`src/rtl/ps2_rx.sv`:
```
// PS/2 device-to-host receiver: synchronises the PS/2 lines, deserialises
// 11-bit frames and strobes each accepted scan code out on key_rdy.
module ps2_rx #(
   parameter bit CHECK_PARITY   = 1'b1,
   parameter int TIMEOUT_CYCLES = 100000
) (
   input  logic       clk,
   input  logic       rst_l,
   input  logic       ps2_clk,
   input  logic       ps2_data,
   output logic       key_rdy,
   output logic [7:0] key_out
);

   localparam int TW = $clog2(TIMEOUT_CYCLES + 1);

   typedef enum logic [1:0] {
      IDLE,
      DATA,
      PARITY,
      STOP
   } state_t;

   state_t state, state_n;

   logic          clk_s1, clk_s2, clk_prev;
   logic          data_s1, data_s2;
   logic          ps2_clk_neg_edge;
   logic [2:0]    bit_cnt, bit_cnt_n;
   logic [7:0]    shreg, shreg_n;
   logic          par_ok, par_ok_n;
   logic [TW-1:0] tmo, tmo_n;
   logic [7:0]    key_out_n;
   logic          key_rdy_n;

   assign ps2_clk_neg_edge = clk_prev & ~clk_s2;

   always_ff @(posedge clk or posedge rst_l) begin
      if (rst_l) begin
         clk_s1   <= 1'b1;
         clk_s2   <= 1'b1;
         clk_prev <= 1'b1;
         data_s1  <= 1'b1;
         data_s2  <= 1'b1;
         state    <= IDLE;
         bit_cnt  <= '0;
         shreg    <= '0;
         par_ok   <= 1'b0;
         tmo      <= '0;
         key_out  <= '0;
         key_rdy  <= 1'b0;
      end else begin
         clk_s1   <= ps2_clk;
         clk_s2   <= clk_s1;
         clk_prev <= clk_s2;
         data_s1  <= ps2_data;
         data_s2  <= data_s1;
         state    <= state_n;
         bit_cnt  <= bit_cnt_n;
         shreg    <= shreg_n;
         par_ok   <= par_ok_n;
         tmo      <= tmo_n;
         key_out  <= key_out_n;
         key_rdy  <= key_rdy_n;
      end
   end

   always_comb begin
      state_n   = state;
      bit_cnt_n = bit_cnt;
      shreg_n   = shreg;
      par_ok_n  = par_ok;
      key_out_n = key_out;
      key_rdy_n = 1'b0;

      if (state == IDLE || ps2_clk_neg_edge)
         tmo_n = '0;
      else
         tmo_n = tmo + TW'(1);

      unique case (state)
         IDLE: begin
            if (ps2_clk_neg_edge && !data_s2) begin
               state_n   = DATA;
               bit_cnt_n = '0;
            end
         end
         DATA: begin
            if (ps2_clk_neg_edge) begin
               shreg_n[bit_cnt] = data_s2;
               bit_cnt_n        = bit_cnt + 3'd1;
               if (bit_cnt == 3'd7)
                  state_n = PARITY;
            end
         end
         PARITY: begin
            if (ps2_clk_neg_edge) begin
               par_ok_n = ^{shreg, data_s2};
               state_n  = STOP;
            end
         end
         STOP: begin
            if (ps2_clk_neg_edge) begin
               if (data_s2 && (par_ok || !CHECK_PARITY)) begin
                  key_out_n = shreg;
                  key_rdy_n = 1'b1;
               end
               state_n = IDLE;
            end
         end
         default: state_n = IDLE;
      endcase

      // A stalled partial frame is dropped without touching key_out
      if (state != IDLE && !ps2_clk_neg_edge
          && tmo == TW'(TIMEOUT_CYCLES))
         state_n = IDLE;
   end

endmodule

```
`config.mk`:
```
export PLATFORM = sky130hd
export DESIGN_NAME = ps2_rx
export DESIGN_NICKNAME = d
export VERILOG_FILES = /design/src/rtl/ps2_rx.sv
export SDC_FILE = /design/constraint.sdc
export NUM_CORES = 1
export LEC_CHECK = 0
export BUFFER_PORTS_ARGS = -buffer_cell sky130_fd_sc_hd__buf_2
export CAP_MARGIN = 20
export CORE_UTILIZATION = 54
export DETAILED_ROUTE_END_ITERATION = 16
export GPL_ROUTABILITY_DRIVEN = 0
export PLACE_DENSITY = 0.75
export SKIP_LAST_GASP = 1
export SYNTH_ARGS = -nofsm -noshare
export SYNTH_HDL_FRONTEND = slang
export SYNTH_SLANG_ARGS = --single-unit
```
`constraint.sdc`:
```
create_clock -name clk -period 1.5 [get_ports clk]
set_input_delay 0.3 -clock clk [delete_from_list [all_inputs] [get_ports clk]]
set_output_delay 0.3 -clock clk [all_outputs]
set_load 0.005 [all_outputs]
```
# Word level (Yosys, flattened, before mapping)
# Index checks and enable logic that the tools add are counted.
# totals
register_bits	45
mem_bits_ro	0
ram_bits	0
inputBits	4
latchBits	0
n_memories	0
# op_classes
n_reduce_logical	17
n_mul	0
mux	17
div	0
add_sub_neg	2
eq_ne	12
bitwise	2
shift	0
magnitude_cmp	2
# ops
cell	n
$add 17x1->17 const B	1
$eq 17x17->1 const B	1
$mux 17	1
$mux 2	6
$ne 3x3->1 const B	4
$reduce_xor 9->1	1
$bwmux 8	1
$pmux 2 s4	1
$mux 3	2
$pmux 3 s2	1
$reduce_and 3->1	2
$logic_and 1x1->1	5
$reduce_and 5->1	1
$eq 2x2->1 const B	2
$lt 3x4->1 const B	1
$mux 1	4
$reduce_and 2->1	2
$reduce_bool 2->1	2
$add 3x1->3 const B	1
$demux 1 s3	1
$eq 3x3->1 const B	1
$ge 3x1->1 const B	1
$ne 3x1->1 const B	1
$eq 2x1->1 const B	1
7 further kinds	8

# Longest topological paths before layout
# logic_depth
ltp_word	7
mapped_depth	7

# Worst setup path after synthesis
# Ideal clock, no wire load.
# synth_path
path_type	register to register
startpoint	reg tmo[2]
endpoint	reg state[0]
n_path_buf	0
path_stages_with_launch	6
period_less_slack_ns	1.675
setup_time_ns	0.131
slack_ns	-0.175
t_required_ns	1.369
arrival_time_ns	1.544
cell_sequence	dfrtp_1 > or4b_1 > nor4_1 > nand4_1 > a21boi_0 > o21ai_0
# synth_via
elab_chain_len	4
word_cells_on_any_way	9
classes_between	eq/ne (6); mux (1); reduce/logical (2)
# synth_rtl
item	line	source
from (decl)	32	logic [TW-1:0] tmo, tmo_n;
from (signal assigned)	62	tmo <= tmo_n;
$eq 17x17->1 *	116	&& tmo == TW'(TIMEOUT_CYCLES))
$logic_and 1x1->1 *	116	
$ne 3x3->1 (no line) or $ne 3x1->1 (tied branches)	-	
$reduce_and 5->1 (no line)	-	
to (signal assigned)	58	state <= state_n;
to (decl)	24	state_t state, state_n;
# Mark *: on every way between the ends. The rest lies on a longest branch, timed or not.
# A chain may end at the register's enable or synchronous reset.

# Final worst setup path
# Same ends and word-level chain as after synthesis.

==> impl_metrics.sql <==
INSERT INTO impl_metrics (metric_group, metric, value, unit) VALUES
('placement', 'hpwl', '2740', 'µm'),
('sta', 'fin_crit_sh', '1.11', ''),
('power_and_ir_drop', 'power.internal', '2.48', 'mW'),
('sta', 'finalHoldViolations', '0', ''),
('power_and_ir_drop', 'power_leakage', '1.29', 'nW'),
('routing', 'first_pass_iters', '4', ''),
('sta', 'post-route-worst-setup-slack', '-172', 'ps'),
('placement', 'dp_slack', '-303', 'ps'),
('logic_synthesis', 'synth-seq-area-share', '0.524', ''),
('power_and_ir_drop', 'total_power', '3.85', 'mW'),
('sta', 'setup_viol', '13', ''),
('clocking', 'cts_tree', 'built', ''),
('layout', 'insertedDiodeCount', '0', ''),
('placement', 'place.port_buffers', '12', ''),
('critical_path', 'cp.arrival', '1850', 'ps'),
('power_and_ir_drop', 'share_clk_of_total_power', '0.197', ''),
('critical_path', 'cp-start-kind', 'flip-flop', ''),
('logic_synthesis', 'synth.distinct_cells', '35', ''),
('routing', 'drt_first_iter_violations', '70', ''),
('sta', 'slew_at_the_pin_with_the_worst_max_slew_slack', '427', 'ps'),
('clocking', 'cts.path.max_buffers', '2', ''),
('logic_synthesis', 'synth-seq-cells', '45', ''),
('logic_synthesis', 'netlist_instances', '218', ''),
('global_routing', 'antenna_found_initial', '0', ''),
('layout', 'layout_fillers', '256', ''),
('floorplanning', 'design.core.area', '3740', 'µm²'),
('floorplanning', 'dieWidth', '65.3', 'µm'),
('status', 'violated_checks', 'setup timing', ''),
('power_and_ir_drop', 'ir_worst_vdd', '0.815', 'mV'),
('layout', 'finalCoreUtilization', '0.742', ''),
('global_routing', 'wire_length_of_the_first_global_routing_pass', '7290', 'µm'),
('global_routing', 'grt_max_degree', '36', ''),
('floorplanning', 'die_h', '65.3', 'µm'),
('critical_path', 'crit_path_max_fanout', '3', ''),
('sta', 'slew_headroom', '0.716', ''),
('power_and_ir_drop', 'netSwitchingPower', '1.37', 'mW'),
('power_and_ir_drop', 'switching_share', '0.356', ''),
('logic_synthesis', 'syn_nets', '231', ''),
('global_routing', 'vias_in_the_first_global_route', '1625', ''),
('routing', 'num_vias', '1660', ''),
('logic_synthesis', 'synth-edff-count', '0', ''),
('layout', 'fin_nets', '276', ''),
('status', 'outcome', 'finished with violations', ''),
('sta', 'worst_clock_skew', '5.09', 'ps'),
('routing', 'remaining_drc_errors', '0', ''),
('logic_synthesis', 'post_synthesis_instance_area', '2160', 'µm²'),
('logic_synthesis', 'ys.flop_type', 'sky130_fd_sc_hd__dfrtp_1', ''),
('routing', 'routed_wire_length_per_instance', '14.2', 'µm'),
('logic_synthesis', 'syn-mean-instance-area', '9.92', 'µm²'),
('flow_run', 'maxCapViolations', '0', ''),
('layout', 'area_growth', '28.5', '%'),
('layout', 'final_cell_mix', '41 x sky130_fd_sc_hd__nand2_1, 39 x sky130_fd_sc_hd__dfrtp_1, 28 x sky130_fd_sc_hd__buf_4, 16 x sky130_fd_sc_hd__nor2_1, 12 x sky130_fd_sc_hd__buf_2', ''),
('logic_synthesis', 'yosys_warn_count', '0', ''),
('clocking', 'clkLatencyLatePin', '300', 'ps'),
('clocking', 'total_number_of_h_tree_levels', '2', ''),
('global_routing', 'overflow', '0', ''),
('power_and_ir_drop', 'pwr-share-comb', '0.374', ''),
('layout', 'multi_input_area', '1120', 'µm²'),
('clocking', 'path_clk_slew', '90', 'ps'),
('sta', 'layout_min_cycle_time', '1670', 'ps'),
('floorplanning', 'floorplan.die_area', '4260', 'µm²'),
('critical_path', 'cp-end-kind', 'flip-flop', ''),
('min_path', 'hp-class', 'input port to flip-flop', ''),
('routing', 'detail_route.wirelength', '4430', 'µm'),
('clocking', 'cts.root.buffer_cell', 'sky130_fd_sc_hd__clkbuf_8', ''),
('floorplanning', 'placement_rows', '22', ''),
('logic_synthesis', 'synth_async_sr_flop_share', '1.00', ''),
('power_and_ir_drop', 'power_frac_seq', '0.430', ''),
('sta', 'max_freq', '598', 'MHz'),
('layout', 'drive_gt1_frac', '0.345', ''),
('critical_path', 'data_required_time_at_the_worst_endpoint', '1670', 'ps'),
('layout', 'regArea', '1130', 'µm²'),
('layout', 'layout_commonest_cell', 'sky130_fd_sc_hd__nand2_1', ''),
('critical_path', 'crit_type', 'flip-flop to flip-flop', ''),
('routing', 'final_antenna_net_count', '0', ''),
('clocking', 'clock-sinks', '45', ''),
('sta', 'rsz0062_at_grt', 'true', ''),
('clocking', 'tritoncts.num_buffers', '5', ''),
('sta', 'report.final.slew_viol_count', '0', ''),
('routing', 'via_to_cell_ratio', '5.32', ''),
('power_and_ir_drop', 'p_per_area', '1390', 'nW/µm²'),
('floorplanning', 'io_pins', '13', ''),
('floorplanning', 'initial_core_util', '0.578', ''),
('global_routing', 'grt_use_total', '0.225', '');
-- cell usage after synthesis (all sizes together), types with 6 or more instances --
master	instances	area [µm²]
nand2	42	158
dfrtp	40	1000
nor2	19	71.3
o21ai	12	60.1
ha	9	113
xnor2	9	78.8
xor2	9	78.8
mux2	8	90.1
clkbuf	7	27.5
nand4	7	43.8
a21oi	6	30.0
inv	6	22.5
nand3	6	30.0
-- final timing paths --
path | end | slack [ps] | startpoint | cells after the start
min | data_s1 | 90 | ps2_data | 1
min reg2reg | data_s2 | 360 | data_s1 | 0
max in group asynchronous | clk_prev | 480 | rst_l | 4
max reg2reg | state[0] | -170 | tmo[2] | 5
max | state[0] | -170 | tmo[2] | 5
min in group asynchronous | key_out[5] | 480 | rst_l | 3
-- worst max-delay path: stages (launching register included) --
cell and delay (ps):
sky130_fd_sc_hd__dfrtp_1 390, sky130_fd_sc_hd__or4b_4 550, sky130_fd_sc_hd__nor4_4 150, sky130_fd_sc_hd__nand4_1 190
sky130_fd_sc_hd__o2111ai_1 150, sky130_fd_sc_hd__o21ai_0 110
-- layer usage --
metal / vias up / part of all wire / global-route usage
li1: 826 / - / -
met1: 802 / 0.47 / 0.318
met2: 27 / 0.49 / 0.354
met3: 5 / 0.032 / 0.0486
met4: 0 / 0.0070 / 0.0543
met5: - / 0 / 0
-- per-stage QoR --
| stage | cells | TNS (ps) | hold WS, ps | instance area [µm²] |
|---|---|---|---|---|
| finish | 312 | -1060 | 89.3 | 2780 |
| floorplan | 218 | -308 | 304 | 2190 |
| CTS | 306 | -639 | 83.1 | 2670 |
| detailed placement | 292 | -1260 | 269 | 2450 |
| global placement | 292 | -881 | 252 | 2450 |
| global route | 312 | -2900 | 74.8 | 2780 |
-- registers in the layout (all words and copies together), names as in the netlist, 2 cells and up --
name / count
state: 2
shreg: 8
bit_cnt: 3
tmo: 17
key_out: 8
-- kinds of logic after synthesis --
group                    after synthesis  synth area share
AND/OR/NAND/NOR                       98             0.214
flip-flops                            45             0.524
AO/OA/AOI/OAI                         24            0.0642
XOR/XNOR                              18            0.0729
buffers and inverters                 15            0.0272
multiplexers                           9            0.0463
adder cells (fa/ha/maj)                9            0.0521
-- area by class of cell --
class / count / area share
tap: 48 / 0.0216
clock inverter: 3 / 0.00810
inverter: 7 / 0.0113
multi-input combinational: 158 / 0.402
timing repair buffer: 46 / 0.124
sequential: 45 / 0.408
clock buffer: 5 / 0.0248
-- power groups by stage --
stage	registers [mW]	clock network [mW]	logic, mW
4_1_cts	1.63	0.768	1.32
6_report	1.65	0.758	1.44
5_1_grt	1.69	0.820	1.60
3_3_place_gp	1.64	0	1.22
3_5_place_dp	1.65	0	1.24
2_1_floorplan	1.59	0	0.944
-- repair_timing --
item / CTS / global route
setup buffers: 5 / 6
setup endpoints to repair: 21 / 30
gates resized for setup: 17 / 18
endpoints found under the hold margin: 9 / 0
pin swaps: 8 / 10
hold buffers: 1 / 0
No activity file was read; power rests on OpenSTA's default activity.
